File: config.mk
export PLATFORM = sky130hd
export DESIGN_NAME = tl_manual_scheduler_flat
export DESIGN_NICKNAME = d
export VERILOG_FILES = /design/src/rtl/tl_manual_scheduler_if.sv /design/src/rtl/tl_manual_scheduler.sv /design/src/flat_wrapper.sv
export SDC_FILE = /design/constraint.sdc
export NUM_CORES = 1
export LEC_CHECK = 0
export BUFFER_PORTS_ARGS = -buffer_cell sky130_fd_sc_hd__buf_2
export CAP_MARGIN = 20
export CELL_PAD_IN_SITES_DETAIL_PLACEMENT = 1
export CELL_PAD_IN_SITES_GLOBAL_PLACEMENT = 2
export CORE_MARGIN = 2
export CORE_UTILIZATION = 31
export CTS_BUF_LIST = sky130_fd_sc_hd__clkbuf_16
export DETAILED_ROUTE_END_ITERATION = 16
export PLACE_DENSITY = 0.71
export SLEW_MARGIN = 20
export SYNTH_ARGS = -nofsm -noshare
export SYNTH_HDL_FRONTEND = slang
export SYNTH_SLANG_ARGS = --single-unit
File: constraint.sdc
create_clock -name clk_f -period 1.8 [get_ports clk_f]
set_input_delay 0.18 -clock clk_f [delete_from_list [all_inputs] [get_ports clk_f]]
set_output_delay 0.18 -clock clk_f [all_outputs]
set_load 0.005 [all_outputs]
File: src/rtl/tl_manual_scheduler_if.sv
// Operator/pedestrian inputs, light FSM feedback and the
// scheduler's control outputs, grouped as one bundle.
interface tl_manual_scheduler_if;
  logic       mode_req;
  logic       req_a;
  logic       req_b;
  logic       preempt;
  logic       preempt_dir;
  logic       green_a;
  logic       green_b;
  logic       fault_clr;
  logic       swap_mode;
  logic       button;
  logic       busy;
  logic       fault;
  logic [1:0] state_o;

  modport master (
    output mode_req, req_a, req_b,
    output preempt, preempt_dir,
    output green_a, green_b, fault_clr,
    input  swap_mode, button, busy,
    input  fault, state_o
  );

  modport slave (
    input  mode_req, req_a, req_b,
    input  preempt, preempt_dir,
    input  green_a, green_b, fault_clr,
    output swap_mode, button, busy,
    output fault, state_o
  );
endinterface

File: src/rtl/tl_manual_scheduler.sv
// Manual-mode sequencer for the intersection light FSM:
// grants A/B green with min hold, preempt and handover timeout.
module tl_manual_scheduler #(
  parameter int MIN_HOLD   = 6,
  parameter int SW_TIMEOUT = 8,
  parameter int SETTLE     = 2
) (
  input logic clk_f,
  input logic rst,
  tl_manual_scheduler_if.slave bus
);

  typedef enum logic [1:0] {
    AUTO   = 2'd0,
    SWITCH = 2'd1,
    HOLD   = 2'd2,
    FAULT  = 2'd3
  } state_t;

  localparam logic [7:0] MH = 8'(MIN_HOLD);
  localparam logic [7:0] TO = 8'(SW_TIMEOUT - 1);
  localparam logic [7:0] ST = 8'(SETTLE);

  state_t     state, state_n;
  logic       grant, grant_n;
  logic       pend_a, pend_a_n;
  logic       pend_b, pend_b_n;
  logic [7:0] hold_cnt, hold_n;
  logic [7:0] sw_cnt, sw_n;
  logic       swap_q, swap_n;
  logic       button_q, button_n;
  logic       busy_q, busy_n;
  logic       fault_q, fault_n;

  logic manual, other, tgt_green, pend_oth;
  logic do_pre, do_req;

  assign manual    = bus.mode_req | bus.preempt;
  assign other     = ~grant;
  assign tgt_green = grant ? bus.green_b : bus.green_a;
  assign pend_oth  = grant ? pend_a : pend_b;

  assign do_pre = bus.preempt &&
                  (bus.preempt_dir != grant);
  assign do_req = !bus.preempt && pend_oth &&
                  (hold_cnt >= MH);

  always_comb begin
    state_n  = state;
    grant_n  = grant;
    pend_a_n = pend_a;
    pend_b_n = pend_b;
    hold_n   = hold_cnt;
    sw_n     = sw_cnt;
    swap_n   = swap_q;
    button_n = button_q;
    fault_n  = fault_q;
    unique case (state)
      AUTO: begin
        pend_a_n = 1'b0;
        pend_b_n = 1'b0;
        swap_n   = 1'b0;
        button_n = 1'b0;
        if (manual) begin
          state_n = SWITCH;
          grant_n = 1'b0;
          swap_n  = 1'b1;
          sw_n    = 8'd0;
        end
      end
      SWITCH: begin
        sw_n     = sw_cnt + 8'd1;
        pend_a_n = pend_a | bus.req_a;
        pend_b_n = pend_b | bus.req_b;
        if (sw_cnt >= ST && tgt_green) begin
          state_n = HOLD;
          hold_n  = 8'd0;
          if (grant) pend_b_n = 1'b0;
          else       pend_a_n = 1'b0;
        end else if (sw_cnt == TO) begin
          state_n  = FAULT;
          fault_n  = 1'b1;
          swap_n   = 1'b0;
          button_n = 1'b0;
        end
      end
      HOLD: begin
        if (hold_cnt != 8'hFF)
          hold_n = hold_cnt + 8'd1;
        // the side already holding green cannot request itself
        pend_a_n = pend_a | (bus.req_a & grant);
        pend_b_n = pend_b | (bus.req_b & ~grant);
        if (!manual) begin
          state_n  = AUTO;
          swap_n   = 1'b0;
          button_n = 1'b0;
        end else if (do_pre || do_req) begin
          state_n  = SWITCH;
          grant_n  = other;
          button_n = other;
          sw_n     = 8'd0;
        end
      end
      FAULT: begin
        pend_a_n = 1'b0;
        pend_b_n = 1'b0;
        swap_n   = 1'b0;
        button_n = 1'b0;
        fault_n  = 1'b1;
        if (bus.fault_clr && !manual) begin
          state_n = AUTO;
          fault_n = 1'b0;
        end
      end
      default: state_n = AUTO;
    endcase
    busy_n = (state_n == SWITCH);
  end

  always_ff @(posedge clk_f) begin
    if (rst) begin
      state    <= AUTO;
      grant    <= 1'b0;
      pend_a   <= 1'b0;
      pend_b   <= 1'b0;
      hold_cnt <= 8'd0;
      sw_cnt   <= 8'd0;
      swap_q   <= 1'b0;
      button_q <= 1'b0;
      busy_q   <= 1'b0;
      fault_q  <= 1'b0;
    end else begin
      state    <= state_n;
      grant    <= grant_n;
      pend_a   <= pend_a_n;
      pend_b   <= pend_b_n;
      hold_cnt <= hold_n;
      sw_cnt   <= sw_n;
      swap_q   <= swap_n;
      button_q <= button_n;
      busy_q   <= busy_n;
      fault_q  <= fault_n;
    end
  end

  assign bus.swap_mode = swap_q;
  assign bus.button    = button_q;
  assign bus.busy      = busy_q;
  assign bus.fault     = fault_q;
  assign bus.state_o   = state;

endmodule

File: src/flat_wrapper.sv
// flat-port wrapper written by rule: the top's interface ports become plain ports
module tl_manual_scheduler_flat 
#(
  parameter int MIN_HOLD   = 6,
  parameter int SW_TIMEOUT = 8,
  parameter int SETTLE     = 2
)
  (clk_f, rst, bus_mode_req, bus_req_a, bus_req_b, bus_preempt, bus_preempt_dir, bus_green_a, bus_green_b, bus_fault_clr, bus_swap_mode, bus_button, bus_busy, bus_fault, bus_state_o);
  tl_manual_scheduler_if bus_i ();
  input logic clk_f;
  input logic rst;
  input wire logic [$bits(bus_i.mode_req)-1:0] bus_mode_req;
  input wire logic [$bits(bus_i.req_a)-1:0] bus_req_a;
  input wire logic [$bits(bus_i.req_b)-1:0] bus_req_b;
  input wire logic [$bits(bus_i.preempt)-1:0] bus_preempt;
  input wire logic [$bits(bus_i.preempt_dir)-1:0] bus_preempt_dir;
  input wire logic [$bits(bus_i.green_a)-1:0] bus_green_a;
  input wire logic [$bits(bus_i.green_b)-1:0] bus_green_b;
  input wire logic [$bits(bus_i.fault_clr)-1:0] bus_fault_clr;
  output wire logic [$bits(bus_i.swap_mode)-1:0] bus_swap_mode;
  output wire logic [$bits(bus_i.button)-1:0] bus_button;
  output wire logic [$bits(bus_i.busy)-1:0] bus_busy;
  output wire logic [$bits(bus_i.fault)-1:0] bus_fault;
  output wire logic [$bits(bus_i.state_o)-1:0] bus_state_o;
  assign bus_i.mode_req = bus_mode_req;
  assign bus_i.req_a = bus_req_a;
  assign bus_i.req_b = bus_req_b;
  assign bus_i.preempt = bus_preempt;
  assign bus_i.preempt_dir = bus_preempt_dir;
  assign bus_i.green_a = bus_green_a;
  assign bus_i.green_b = bus_green_b;
  assign bus_i.fault_clr = bus_fault_clr;
  assign bus_swap_mode = bus_i.swap_mode;
  assign bus_button = bus_i.button;
  assign bus_busy = bus_i.busy;
  assign bus_fault = bus_i.fault;
  assign bus_state_o = bus_i.state_o;
  tl_manual_scheduler #(.MIN_HOLD(MIN_HOLD), .SW_TIMEOUT(SW_TIMEOUT), .SETTLE(SETTLE)) u_core (.clk_f(clk_f), .rst(rst), .bus(bus_i));
endmodule
; Word level (Yosys, flattened, before mapping)
; Cells that the tools add are included.
[op_classes]
addsub = 2
n_reduce_logical = 20
eq_ne = 16
bitwise_logic = 8
n_lt_le_gt_ge = 2
mux = 37
[ops]
columns = cell, count
row1 = $mux 8, 5
row2 = $pmux 8 s3, 1
row3 = $mux 1, 17
row4 = $add 8x1->8 const B, 2
row5 = $pmux 8 s2, 1
row6 = $mux 2, 6
row7 = $ne 2x1->1 const B, 6
row8 = $reduce_and 3->1, 4
row9 = $pmux 1 s3, 3
row10 = $eq 8x3->1 const B, 1
row11 = $ge 8x2->1 const B, 1
row12 = $ge 8x3->1 const B, 1
row13 = $ne 8x8->1 const B, 1
row14 = $pmux 2 s4, 1
row15 = $reduce_and 4->1, 2
row16 = $reduce_bool 2->1, 3
row17 = $logic_and 1x1->1, 5
row18 = $or 1x1->1, 5
row19 = $eq 2x1->1 const B, 2
row20 = $eq 2x2->1 const B, 2
row21 = $ne 2x2->1 const B, 2
row22 = $pmux 1 s2, 2
row23 = $pmux 1 s4, 1
row24 = $ne 3x3->1 const B, 1
row25 = 8 further kinds, 10
[word_totals]
output_inout_bits = 6
register_bits = 25

; Longest topological paths before layout
; Gate-level depths: netlist of the first run.
[logic_depth]
ltp_word = 8
depth_mapped = 8
ltp_nobuf = 7

; Worst setup path before layout of the first run
; OpenSTA, ideal clock, no wires.
[synth_path]
path_type = register -> register
from = reg u_core.sw_cnt[6]
to = reg u_core.busy_q (netlist: u_core.bus.busy)
period_less_slack_ns = 2.043
t_arrival_ns = 1.927
path_slack_ns = -0.243
path_buffers = 1
path_stages_with_launch = 7
path_cell_list = dfxtp_1 > or4_1 > buf_2 > nor2_1 > a21oi_1 > or4b_2 > and4_1
[synth_between]
elab_chain_cells = 5
[synth_lines]
columns = item, line_no
row1 = from (decl), tl_manual_scheduler.sv:29  ; logic [7:0] sw_cnt, sw_n;
row2 = from (signal assigned), tl_manual_scheduler.sv:138  ; sw_cnt <= sw_n;
row3 = $ge 8x2->1 or $eq 8x3->1 (tied branches), "tl_manual_scheduler.sv:75, tl_manual_scheduler.sv:80"
row4 = $logic_and 1x1->1 or $mux 2 (tied branches), "tl_manual_scheduler.sv:75, tl_manual_scheduler.sv:80"
row5 = $mux 2 *, tl_manual_scheduler.sv:75  ; if (sw_cnt >= ST && tgt_green) begin
row6 = $pmux 2 s4 *, tl_manual_scheduler.sv:58  ; unique case (state)
row7 = $eq 2x1->1 *, tl_manual_scheduler.sv:117  ; busy_n = (state_n == SWITCH);
row8 = to (signal assigned), tl_manual_scheduler.sv:141  ; busy_q <= busy_n;
row9 = to (decl), tl_manual_scheduler.sv:32  ; logic busy_q, busy_n;
; Every way passes the cells marked *; elsewhere a longest branch is shown, timed or not.
; A chain may end at the register's enable or synchronous reset.

; Worst setup path in the final report of the first run
[layout_path]
from = reg u_core.sw_cnt[6]
to = reg u_core.button_q (netlist: u_core.bus.button)
[layout_between]
elab_chain_cells = 4
[layout_lines]
columns = item, line_no
row1 = $ge 8x2->1, tl_manual_scheduler.sv:75
row2 = $logic_and 1x1->1, tl_manual_scheduler.sv:75
row3 = $ne 2x2->1 (no line), n/a
row4 = $reduce_and 3->1 (no line) *, n/a
row5 = to (signal assigned), tl_manual_scheduler.sv:140  ; button_q <= button_n;
row6 = to (decl), tl_manual_scheduler.sv:31  ; logic button_q, button_n;
; Marks and branches as above.

==> results of run 1 <==
-- sequential cells by signal (all words and copies together) (netlist names) --
signal,flops
u_core.bus.busy,1
u_core.bus.state_o,2
u_core.pend_a,1
u_core.bus.button,1
u_core.bus.fault,1
u_core.hold_cnt,8
u_core.grant,1
u_core.sw_cnt,8
u_core.bus.swap_mode,1
u_core.pend_b,1
-- critical path, cell delays in order, from the launching register on --
cell and delay [ps]:
sky130_fd_sc_hd__dfxtp_1 310, sky130_fd_sc_hd__or4_4 570, sky130_fd_sc_hd__o41a_1 350, sky130_fd_sc_hd__or4b_1 470, sky130_fd_sc_hd__a31oi_1 130
-- per-layer routing --
metal | routed length (um) | global-route usage, %
met5 | 0 | 0
met4 | 103 | 6.000
met3 | 107 | 2.118
met2 | 2709 | 32.63
met1 | 2582 | 24.39
-- cell families after synthesis --
group                    after synthesis  synth area share [%]
adder cells (fa/ha/maj)                8                 6.084
multiplexers                           3                 1.977
flip-flops                            25                 30.42
buffers and inverters                 26                 6.007
XOR/XNOR                               1                0.5324
AO/OA/AOI/OAI                         67                 29.28
AND/OR/NAND/NOR                       73                 25.70
-- layout by cell type, fill, tap and decap left out, types with 3 or more instances in the layout --
cell type	synthesis	final
sky130_fd_sc_hd__nand2_1	15	14
sky130_fd_sc_hd__clkbuf_16	0	3
sky130_fd_sc_hd__o32ai_1	5	5
sky130_fd_sc_hd__a31o_2	3	3
sky130_fd_sc_hd__nand3_1	11	11
sky130_fd_sc_hd__or3_1	4	4
sky130_fd_sc_hd__a311oi_1	3	3
sky130_fd_sc_hd__dfxtp_1	25	20
sky130_fd_sc_hd__a32o_1	7	7
sky130_fd_sc_hd__nand4_1	3	3
sky130_fd_sc_hd__nor3_1	6	6
sky130_fd_sc_hd__buf_4	0	46
sky130_fd_sc_hd__buf_2	1	15
sky130_fd_sc_hd__a21oi_1	18	16
sky130_fd_sc_hd__dfxtp_2	0	4
sky130_fd_sc_hd__a31oi_1	4	3
sky130_fd_sc_hd__nor2_1	8	7
sky130_fd_sc_hd__nand3b_1	3	3
sky130_fd_sc_hd__ha_1	8	4
sky130_fd_sc_hd__o21ai_0	8	6
sky130_fd_sc_hd__inv_1	13	13
sky130_fd_sc_hd__or4_4	1	3
sky130_fd_sc_hd__nand2b_1	3	3
sky130_fd_sc_hd__nand4b_1	3	3
-- what timing repair did --
action	CTS	global route
pin swaps	3	3
setup endpoints to repair	21	21
buffers inserted	2	2
hold buffers	0	0
resized for setup	19	15
-- power by group --
group	switching [uW]	internal, uW
Sequential	12.9	572
Clock	206	300
Combinational	196	169
-- stage by stage --
stage               instance area [sq um]  total power, uW  utilization [%]  setup WS, ps
floorplan                            1652            778.7                -        -167.5
global placement                     2101            900.8            41.13        -128.7
detailed placement                   2101            913.9            41.13        -164.9
CTS                                  2265             1446            44.34        -96.32
global route                         2330             1537            45.61        -173.2
finish                               2330             1456            45.61        -94.57
-- synth_stat cells, drive strengths merged (3+ instances only) --
cell type	number	area share (%)
nand4b	3	1.6
nand3	11	3.3
and3	3	1.1
nand3b	3	1.4
inv	13	3.0
ha	8	6.1
nor2b	3	1.1
a21o	3	1.4
o21ai	9	3.0
or3	4	1.5
clkbuf	12	2.7
a311oi	3	1.6
or4	3	1.6
dfxtp	25	30
a31oi	4	1.5
o21a	3	1.4
nand4	3	1.1
nor2	8	1.8
a21oi	18	5.5
nor3	6	1.8
nand2b	3	1.1
a31o	3	1.6
o32ai	5	2.7
nand2	15	3.4
a32o	7	4.3
-- worst paths after layout --
| kind | start | end | cells past startpoint |
|---|---|---|---|
| setup / recovery | u_core.sw_cnt[6] | u_core.bus.button | 4 |
| hold / removal | bus_green_a | u_core.pend_a | 2 |
| setup reg to reg | u_core.sw_cnt[6] | u_core.bus.button | 4 |
| hold reg to reg | u_core.bus.swap_mode | u_core.bus.swap_mode | 2 |
-- final cells by class --
cell class / count / share of cell area, %
Inverter: 13 / 2.095
Timing Repair Buffer: 63 / 19.01
Multi-Input combinational cell: 152 / 49.84
Clock buffer: 3 / 3.222
Clock inverter: 1 / 0.2148
Tap cell: 70 / 3.759
Sequential cell: 25 / 21.86
==> results.md, run 1 <==
* Number of maximum-capacitance constraint violations at 0
* Number of endpoints with negative hold slack in the final report at 0
* Final-layout fill cell count at roughly 630
* Total length of routed wires at about 5500 um
* CTS tree: yes
* Area of the mapped netlist at 1645 sq um
* Leakage power summed over all cells at 0.0009406 uW
* Crit end category: flop
* Average detailed-routed wire length per instance at approximately 17 um
* Count of non-filler cells in the finished layout at between 300 and 400
* Port Buffers at 15
* Cell variety after synth at 49
* Synthesis Warnings at 0
* Synthesized netlist net count at around 220
* Transition time at the pin with the least slew margin at roughly 570 ps
* Die extent in x at 76.85 um
* Clock Skew at about 4.1 ps
* Die ar. at just under 6000 sq um
* RSZ-0062 raised after global routing: yes
* Final worst slack at -94.57 ps
* Worst slew slack as a fraction of its limit at 61.72%
* Sequential cell area at 509.2 sq um
* Post-route antenna net violation count at 0
* Slew Limit Fails at 0
* Sink Count at 25
* Required arrival time at the worst endpoint at around 2000 ps
* Number of nets in the finished design at about 280
* Violation count after the first detailed-route iteration at slightly above 90
* Initial antenna violation count at 0
* Root buffer cell: sky130_fd_sc_hd__clkbuf_16
* Multi-input gate area at 1161 sq um
* Max frequency at about 0.53 GHz
* Number of cell rows at 26
* Proportion of synthesized chip area in sequential cells at between 30% and 40%
* Proportion of layout cells with a drive suffix above 1 at ~40%
* Starting density of the core at 32.21%
* Type of the setup path with the least slack: flop to flop
* All-layer global routing usage at a little under a fifth
* Sum of overflow across all layers after global routing at 0
* Wire length of the first global-routing pass at 9177 um
* Peak supply drop at ~0.00035 V
* Clock slew at reported path FFs at roughly 70 ps
* Die Span Y at roughly 77 um
* CTS H-tree depth at 1
* Pwr/cell area at about 620 nW/um^2
* Maximum number of pins on one net before global-route repair at 18
* Worst hold slack across all endpoints at between 100 and 150 ps
* Main flop type after synthesis: sky130_fd_sc_hd__dfxtp_1
* Critical path arrival at ~2100 ps
* Maximum clock path buffer count at 2
* FF+latch count, synth at 25
* Run status: complete, but fails checks
* EDFF count, synth at 0
* Number of I/O pins at 16
* Period utilization at 105.3%
* Worst-Skew Late Latency at between 200 and 300 ps
* Number of remaining DRC errors at 0
* Path class of the lowest-slack min-delay path: input pin to flop
* DRT Pass-1 Iters at 4
* Max Fanout on Critical Path at 5
* Average instance area after synthesis at 8.105 sq um
* Critical Path Source Type: flop
* Number of buffers created by CTS at 3
* Register-to-register path setup slack at -90 ps
* Last weighted congestion value of the routability-driven placer at 0.8730
* Async S/R FF share, synth at 0%
* Number of placed instances with taps included at 320
* Area added between synthesis and finish at 41.60%
* Instance count of the mapped netlist at around 200
* Core area at 5107 sq um
* DR vias/cell at between 5 and 6
* Final antenna diode count at 0
* HPWL after DPL at a little over 4000 um
* Setup Total Neg Slack at -340.7 ps
* Via count at about 1.8k
* Via count of the first global-routing pass at 1854
* Setup violations, final at 7
* Shortest period the worst path allows at between 1500 and 2000 ps
* Violated checks: setup timing
Power figures use the tool's default switching activity.
==> run 2: changes to the inputs <==
--- a/config.mk
+++ b/config.mk
@@ -14,6 +14,7 @@
 export CTS_BUF_LIST = sky130_fd_sc_hd__clkbuf_16
 export DETAILED_ROUTE_END_ITERATION = 16
 export PLACE_DENSITY = 0.71
+export REMOVE_ABC_BUFFERS = 1
 export SLEW_MARGIN = 20
 export SYNTH_ARGS = -nofsm -noshare
 export SYNTH_HDL_FRONTEND = slang
==> run 2 against run 1 <==
The flow still finishes with violations (setup timing). Routed wire length increased by 5.0%. Maximum frequency decreased by 2.6%. Clock-buffer cell count stayed put. Combinational power increased by 10%. Critical path type unchanged. Clock skew shrank 2.1 ps. Critical path depth unchanged. Worst setup slack worse by 50 ps. Flip-flop and latch count is the same. Via count down 1.2%. First-iteration DRC count up 58%.
==> results.md, run 2 (same netlist as run 1, synthesis figures left out) <==
* Run status: complete, but fails checks
* Violated checks: setup timing
* Pwr/cell area at 632.2 nW/um^2 (+1.2%)
* Last weighted congestion value of the routability-driven placer at 0.8267 (-5.3%)
* Maximum number of pins on one net before global-route repair at 18 (unchanged)
* Number of remaining DRC errors at 0 (unchanged)
* HPWL after DPL at 4236 um (+2.8%)
* Number of maximum-capacitance constraint violations at 0 (unchanged)
* Worst hold slack across all endpoints at 125.9 ps (-7.008 ps)
* Clock slew at reported path FFs at 70 ps (about the same)
* Sink Count at 25 (unchanged)
* Via count at 1789 (-1.2%)
* Worst slew slack as a fraction of its limit at 62.38% (+0.66 points)
* Proportion of layout cells with a drive suffix above 1 at 42.57% (+2.5 points)
* Maximum clock path buffer count at 2 (unchanged)
* Worst Hold End: u_core.pend_a
* Area added between synthesis and finish at 43.27%
* Worst-Skew Late Latency at 260 ps (about the same)
* Die Span Y at 76.85 um (unchanged)
* Most frequent cells in the layout: sky130_fd_sc_hd__buf_4, sky130_fd_sc_hd__dfxtp_1, sky130_fd_sc_hd__buf_2, sky130_fd_sc_hd__inv_1, sky130_fd_sc_hd__nand2_1
* Path class of the lowest-slack min-delay path: input pin to flop
* All-layer global routing usage at 19.93% (+1.1 points)
* Number of buffers inserted by hold repair at cts at 0 (unchanged)
* CTS tree: yes
* DR vias/cell at 5.608 (+1.3%)
* Type of the setup path with the least slack: flop to flop
* Number of I/O pins at 16 (unchanged)
* Max Fanout on Critical Path at 4 (-1)
* Required arrival time at the worst endpoint at 1990 ps (about the same)
* Number of cells on the worst hold path at 2 (unchanged)
* Leakage power summed over all cells at 0.0009046 uW (-3.8%)
* Number of nets in the finished design at 268 (-2.9%)
* Post-route antenna net violation count at 0 (unchanged)
* Port Buffers at 15 (unchanged)
* Number of endpoints with negative hold slack in the final report at 0 (unchanged)
* Violation count after the first detailed-route iteration at 147 (+58%)
* Starting density of the core at 32.21% (unchanged)
* Number of buffers created by CTS at 3 (unchanged)
* Via count of the first global-routing pass at 1883 (+1.6%)
* Max frequency at 0.5142 GHz (-2.6%)
* Transition time at the pin with the least slew margin at 563.7 ps (-3.309 ps)
* Period utilization at 108.0% (+2.8 points)
* Final-layout fill cell count at 626 (+0.16%)
* Peak supply drop at 0.0004774 V (+37%)
* Setup violations, final at 12 (+5)
* Root buffer cell: sky130_fd_sc_hd__clkbuf_16
* Setup Total Neg Slack at -695.1 ps (-354.5 ps)
* Crit end category: flop
* Total length of routed wires at 5777 um (+5.0%)
* Die ar. at 5906 sq um (unchanged)
* Average detailed-routed wire length per instance at 18.11 um (+7.6%)
* Most common library cell in the layout ignoring fill and taps: sky130_fd_sc_hd__buf_4
* Initial antenna violation count at 0 (unchanged)
* Final worst slack at -144.7 ps (-50.14 ps)
* Die extent in x at 76.85 um (unchanged)
* Source of the worst hold timing path: bus_green_a
* Core area at 5107 sq um (unchanged)
* Critical Path Source Type: flop
* Critical R2R Capture: u_core.bus.button
* RSZ-0062 raised after global routing: yes
* DRT Pass-1 Iters at 4 (unchanged)
* Clock Skew at 2.008 ps (-2.135 ps)
* CTS H-tree depth at 1 (unchanged)
* Number of cell rows at 26 (unchanged)
* Register-to-register path setup slack at -140 ps (-50 ps)
* Wire length of the first global-routing pass at 9625 um (+4.9%)
* Sum of overflow across all layers after global routing at 0 (unchanged)
* Reg-to-reg startpoint: u_core.sw_cnt[6]
* Final antenna diode count at 0 (unchanged)
* Slew Limit Fails at 0 (unchanged)
* Shortest period the worst path allows at 1945 ps (+50.14 ps)
* Critical path arrival at 2130 ps (+40 ps)
* Worst Reg2Reg Path Length in Cells at 4 (unchanged)
run 2: cell count changes in the layout (fill, tap and decap cells not counted), sizes merged:
cell | before | now
buf | 63 | 55
clkinv | 1 | 0
inv | 13 | 14
run 2: worst max-delay path, cell delays in order (launching register included):
cell and delay [ps]:
sky130_fd_sc_hd__dfxtp_2 330, sky130_fd_sc_hd__or4_4 560, sky130_fd_sc_hd__o41a_1 370, sky130_fd_sc_hd__or4b_1 480, sky130_fd_sc_hd__a31oi_1 140
run 2: final cells by class:
type | count | area, sq um | area share (%)
multi-input combinational | 152 | 1232 | 52.28
sequential | 25 | 508.0 | 21.55
timing repair buffer | 55 | 401.6 | 17.04
tap | 70 | 87.58 | 3.716
clock buffer | 3 | 75.07 | 3.185
inverter | 13 | 48.80 | 2.070
clock inverter | 1 | 3.754 | 0.1592
run 2: worst max path at each step:
| stage | start | slack, ps | cells past startpoint | endpoint |
|---|---|---|---|---|
| finish | u_core.sw_cnt[6] | -140 | 4 | u_core.bus.button |
| detailed placement | u_core.sw_cnt[6] | -260 | 5 | u_core.bus.busy |
| floorplan | u_core.sw_cnt[6] | -230 | 5 | u_core.bus.busy |
| CTS | u_core.sw_cnt[6] | -150 | 4 | u_core.bus.button |
| global placement | u_core.sw_cnt[6] | -210 | 5 | u_core.bus.busy |
| global route | u_core.sw_cnt[6] | -220 | 4 | u_core.bus.button |
run 2: report_power, final:
part / switching, uW / internal (uW)
Combinational: 213 / 189
Clock: 205 / 297
Sequential: 11.7 / 574
run 2: repair_timing:
action | in CTS | in global routing
resized for setup | 23 | 31
cloned | 0 | 1
pin swaps | 11 | 21
setup buffers | 0 | 2
endpoints found under the setup margin | 22 | 24
endpoints found under the hold margin | 0 | 0
run 2: metal layers:
metal / global-route usage, % / wire length (um)
met2: 34.65 / 3033
met1: 25.56 / 2582
met3: 1.765 / 82
met5: 0 / 0
met4: 7.273 / 78
run 2: metrics by stage:
step	std cells	util [%]	cell area [sq um]	total power, uW	worst slack, ps
5_1_grt	319	46.15	2357	1575	-219.6
3_5_place_dp	312	39.86	2036	919.4	-260.6
3_3_place_gp	312	39.86	2036	898.8	-213.2
4_1_cts	316	43.29	2211	1460	-153.3
6_report	319	46.15	2357	1490	-144.7
2_1_floorplan	190	-	1595	763.2	-228.0
==> run 3: changes to the inputs <==
--- a/config.mk
+++ b/config.mk
@@ -14,6 +14,7 @@
 export CTS_BUF_LIST = sky130_fd_sc_hd__clkbuf_16
 export DETAILED_ROUTE_END_ITERATION = 16
 export PLACE_DENSITY = 0.71
+export RECOVER_POWER = 100
 export REMOVE_ABC_BUFFERS = 1
 export SLEW_MARGIN = 20
 export SYNTH_ARGS = -nofsm -noshare
==> run 3 against run 2 <==
The flow still finishes with violations (setup timing). Final cell count is the same. Clock power is essentially flat. Sequential share of layout area grew 0.24 points. Critical path depth grew 2. Cell area shrank 1.6%. Register-to-register slack lost 70 ps. Die area is the same. First-iteration DRC count shrank 33%. Sequential power is essentially flat. Clock skew grew 0.60 ps. Critical path type unchanged. Largest cell class unchanged. Largest power group unchanged. Highest routed layer unchanged.
==> results.md, run 3 (same netlist as run 1, synthesis figures left out) <==
* Run status: complete, but fails checks
* Violated checks: setup timing
* Sequential cell area at 505.5 sq um (-0.49%)
* Setup violations, final at 12 (unchanged)
* Slew Limit Fails at 0 (unchanged)
* Total length of routed wires at 5786 um (+0.16%)
* Final antenna diode count at 0 (unchanged)
* Initial antenna violation count at 0 (unchanged)
* Via count of the first global-routing pass at 1883 (unchanged)
* Core area at 5107 sq um (unchanged)
* Number of nets in the finished design at 268 (unchanged)
* Slowest stage cell on the critical path: sky130_fd_sc_hd__or4_4
* Pwr/cell area at 637.1 nW/um^2 (+0.78%)
* Most frequent cells in the layout: sky130_fd_sc_hd__buf_4, sky130_fd_sc_hd__dfxtp_1, sky130_fd_sc_hd__inv_1, sky130_fd_sc_hd__nand2_1, sky130_fd_sc_hd__buf_2
* Type of the setup path with the least slack: flop to flop
* Area added between synthesis and finish at 40.99%
* Source of the worst hold timing path: bus_green_a
* Worst stage delay on the critical path at 560 ps (about the same)
* Number of buffer and inverter instances along the worst setup path at 1 (+1)
* Final design instance area without fill at 2320 sq um (-1.6%)
* DRT Pass-1 Iters at 4 (unchanged)
* Final worst slack at -212.7 ps (-68.03 ps)
* Root buffer cell: sky130_fd_sc_hd__clkbuf_16
* Proportion of layout cells with a drive suffix above 1 at 40.16% (-2.4 points)
* Number of placed instances with taps included at 312 (unchanged)
* Number of I/O pins at 16 (unchanged)
* Clock slew at reported path FFs at 70 ps (about the same)
* Violation count after the first detailed-route iteration at 98 (-33%)
* Number of buffers created by CTS at 3 (unchanged)
* Reg-to-reg startpoint: u_core.sw_cnt[6]
* Maximum clock path buffer count at 2 (unchanged)
* Via count at 1791 (+0.11%)
* Max Fanout on Critical Path at 4 (unchanged)
* Count of non-filler cells in the finished layout at 319 (unchanged)
* Wire length on met3 at 109 um (+33%)
* Critical Path Source Type: flop
* Wire length on met1 at 2588 um (+0.23%)
* Leakage power summed over all cells at 0.0008842 uW (-2.3%)
* Cell family with most CP delay: simple AND/OR/NAND/NOR gates
* Worst slew slack as a fraction of its limit at 62.93% (+0.55 points)
* Wire length of the first global-routing pass at 9625 um (unchanged)
* Max frequency at 0.4968 GHz (-3.4%)
* Setup slack at placement at -260.6 ps (unchanged)
* Sink Count at 25 (unchanged)
* Total Power at 1478 uW (-0.82%)
* Die ar. at 5906 sq um (unchanged)
* Number of endpoints with negative hold slack in the final report at 0 (unchanged)
* Met2 routed WL at 3010 um (-0.76%)
* Number of cell rows at 26 (unchanged)
* Shortest period the worst path allows at 2013 ps (+68.03 ps)
* Die Span Y at 76.85 um (unchanged)
* Most common library cell in the layout ignoring fill and taps: sky130_fd_sc_hd__buf_4
* Worst hold slack across all endpoints at 126.1 ps (+0.2470 ps)
* All-layer global routing usage at 19.93% (unchanged)
* Worst path cell trace: or4_4 > buf_6 > o41ai_1 > nor2b_1 > a22o_1 > and4_1
* Clock Skew at 2.607 ps (+0.5992 ps)
* Die extent in x at 76.85 um (unchanged)
* Highest routed metal layer: met4
* Post-route antenna net violation count at 0 (unchanged)
* Placed instance area at 2036 sq um (unchanged)
* Critical path arrival at 2210 ps (+80 ps)
* Number of maximum-capacitance constraint violations at 0 (unchanged)
* Crit end category: flop
* Required arrival time at the worst endpoint at 2000 ps (about the same)
* Final-layout fill cell count at 630 (+0.64%)
* Port Buffers at 15 (unchanged)
* HPWL after DPL at 4236 um (unchanged)
* Number of remaining DRC errors at 0 (unchanged)
* Path class of the lowest-slack min-delay path: input pin to flop
* Peak supply drop at 0.0004771 V (about the same)
* Sum of overflow across all layers after global routing at 0 (unchanged)
* DR vias/cell at 5.614 (+0.11%)
* Transition time at the pin with the least slew margin at 555.4 ps (-8.273 ps)
* Last weighted congestion value of the routability-driven placer at 0.8267 (unchanged)
* CTS H-tree depth at 1 (unchanged)
* Period utilization at 111.8% (+3.8 points)
* CTS tree: yes
* Starting density of the core at 32.21% (unchanged)
* Critical Path Source: u_core.sw_cnt[6]
* Maximum number of pins on one net before global-route repair at 18 (unchanged)
* Worst-Skew Late Latency at 260 ps (about the same)
* Multi-input gate area at 1214 sq um (-1.5%)
* Average detailed-routed wire length per instance at 18.14 um (+0.16%)
* RSZ-0062 raised after global routing: yes
[run 3: cell types whose count changed in the layout (fill, tap and decap cells not counted), sizes merged]
cell    previous run  this run
buf               55        51
clkbuf             3         7
[run 3: cell type report]
cell class	count	share of cell area (%)
clock buffer	3	3.236
tap	70	3.776
clock inverter	1	0.1618
timing repair buffer	55	16.61
sequential	25	21.79
inverter	13	2.104
multi-input combinational	152	52.32
[run 3: worst register-to-register path: cells and delay by family, from the launching register on]
kind	cells	cell delay [ps]
and+or+nand+nor	3	980
AOI/OAI and AO/OA	2	490
DFF	1	330
buffers and inverters	1	150
[run 3: path summary, 6_finish.rpt]
check | to | slack [ps] | cells past startpoint
min reg2reg | u_core.bus.button | 520 | 2
max | u_core.bus.busy | -210 | 6
max reg2reg | u_core.bus.busy | -210 | 6
min | u_core.pend_a | 130 | 2
[run 3: per-layer routing]
metal	up-vias	track usage (%)
met3	6	1.765
met5	-	0
met1	899	25.56
met2	21	34.65
li1	865	-
met4	0	7.273
[run 3: what timing repair did]
item / in CTS / in global routing
buffers inserted: 0 / 2
gates resized for setup: 23 / 31
gates cloned: 0 / 1
hold buffers: 0 / 0
endpoints found under the hold margin: 0 / 0
setup endpoints to repair: 22 / 24
pin swaps: 11 / 21
[run 3: stage by stage]
stage	utilization, %	TNS (ps)
after global routing	45.42	-1880
after CTS	43.29	-503.5
after floorplan	-	-1458
after detailed placement	39.86	-3110
after global placement	39.86	-2191
final	45.42	-729.7
[run 3: where the power goes]
group          switching, uW  leakage (uW)  internal, uW
logic                    210      0.000637           180
clock network            206     0.0000423           297
registers               12.1      0.000205           573
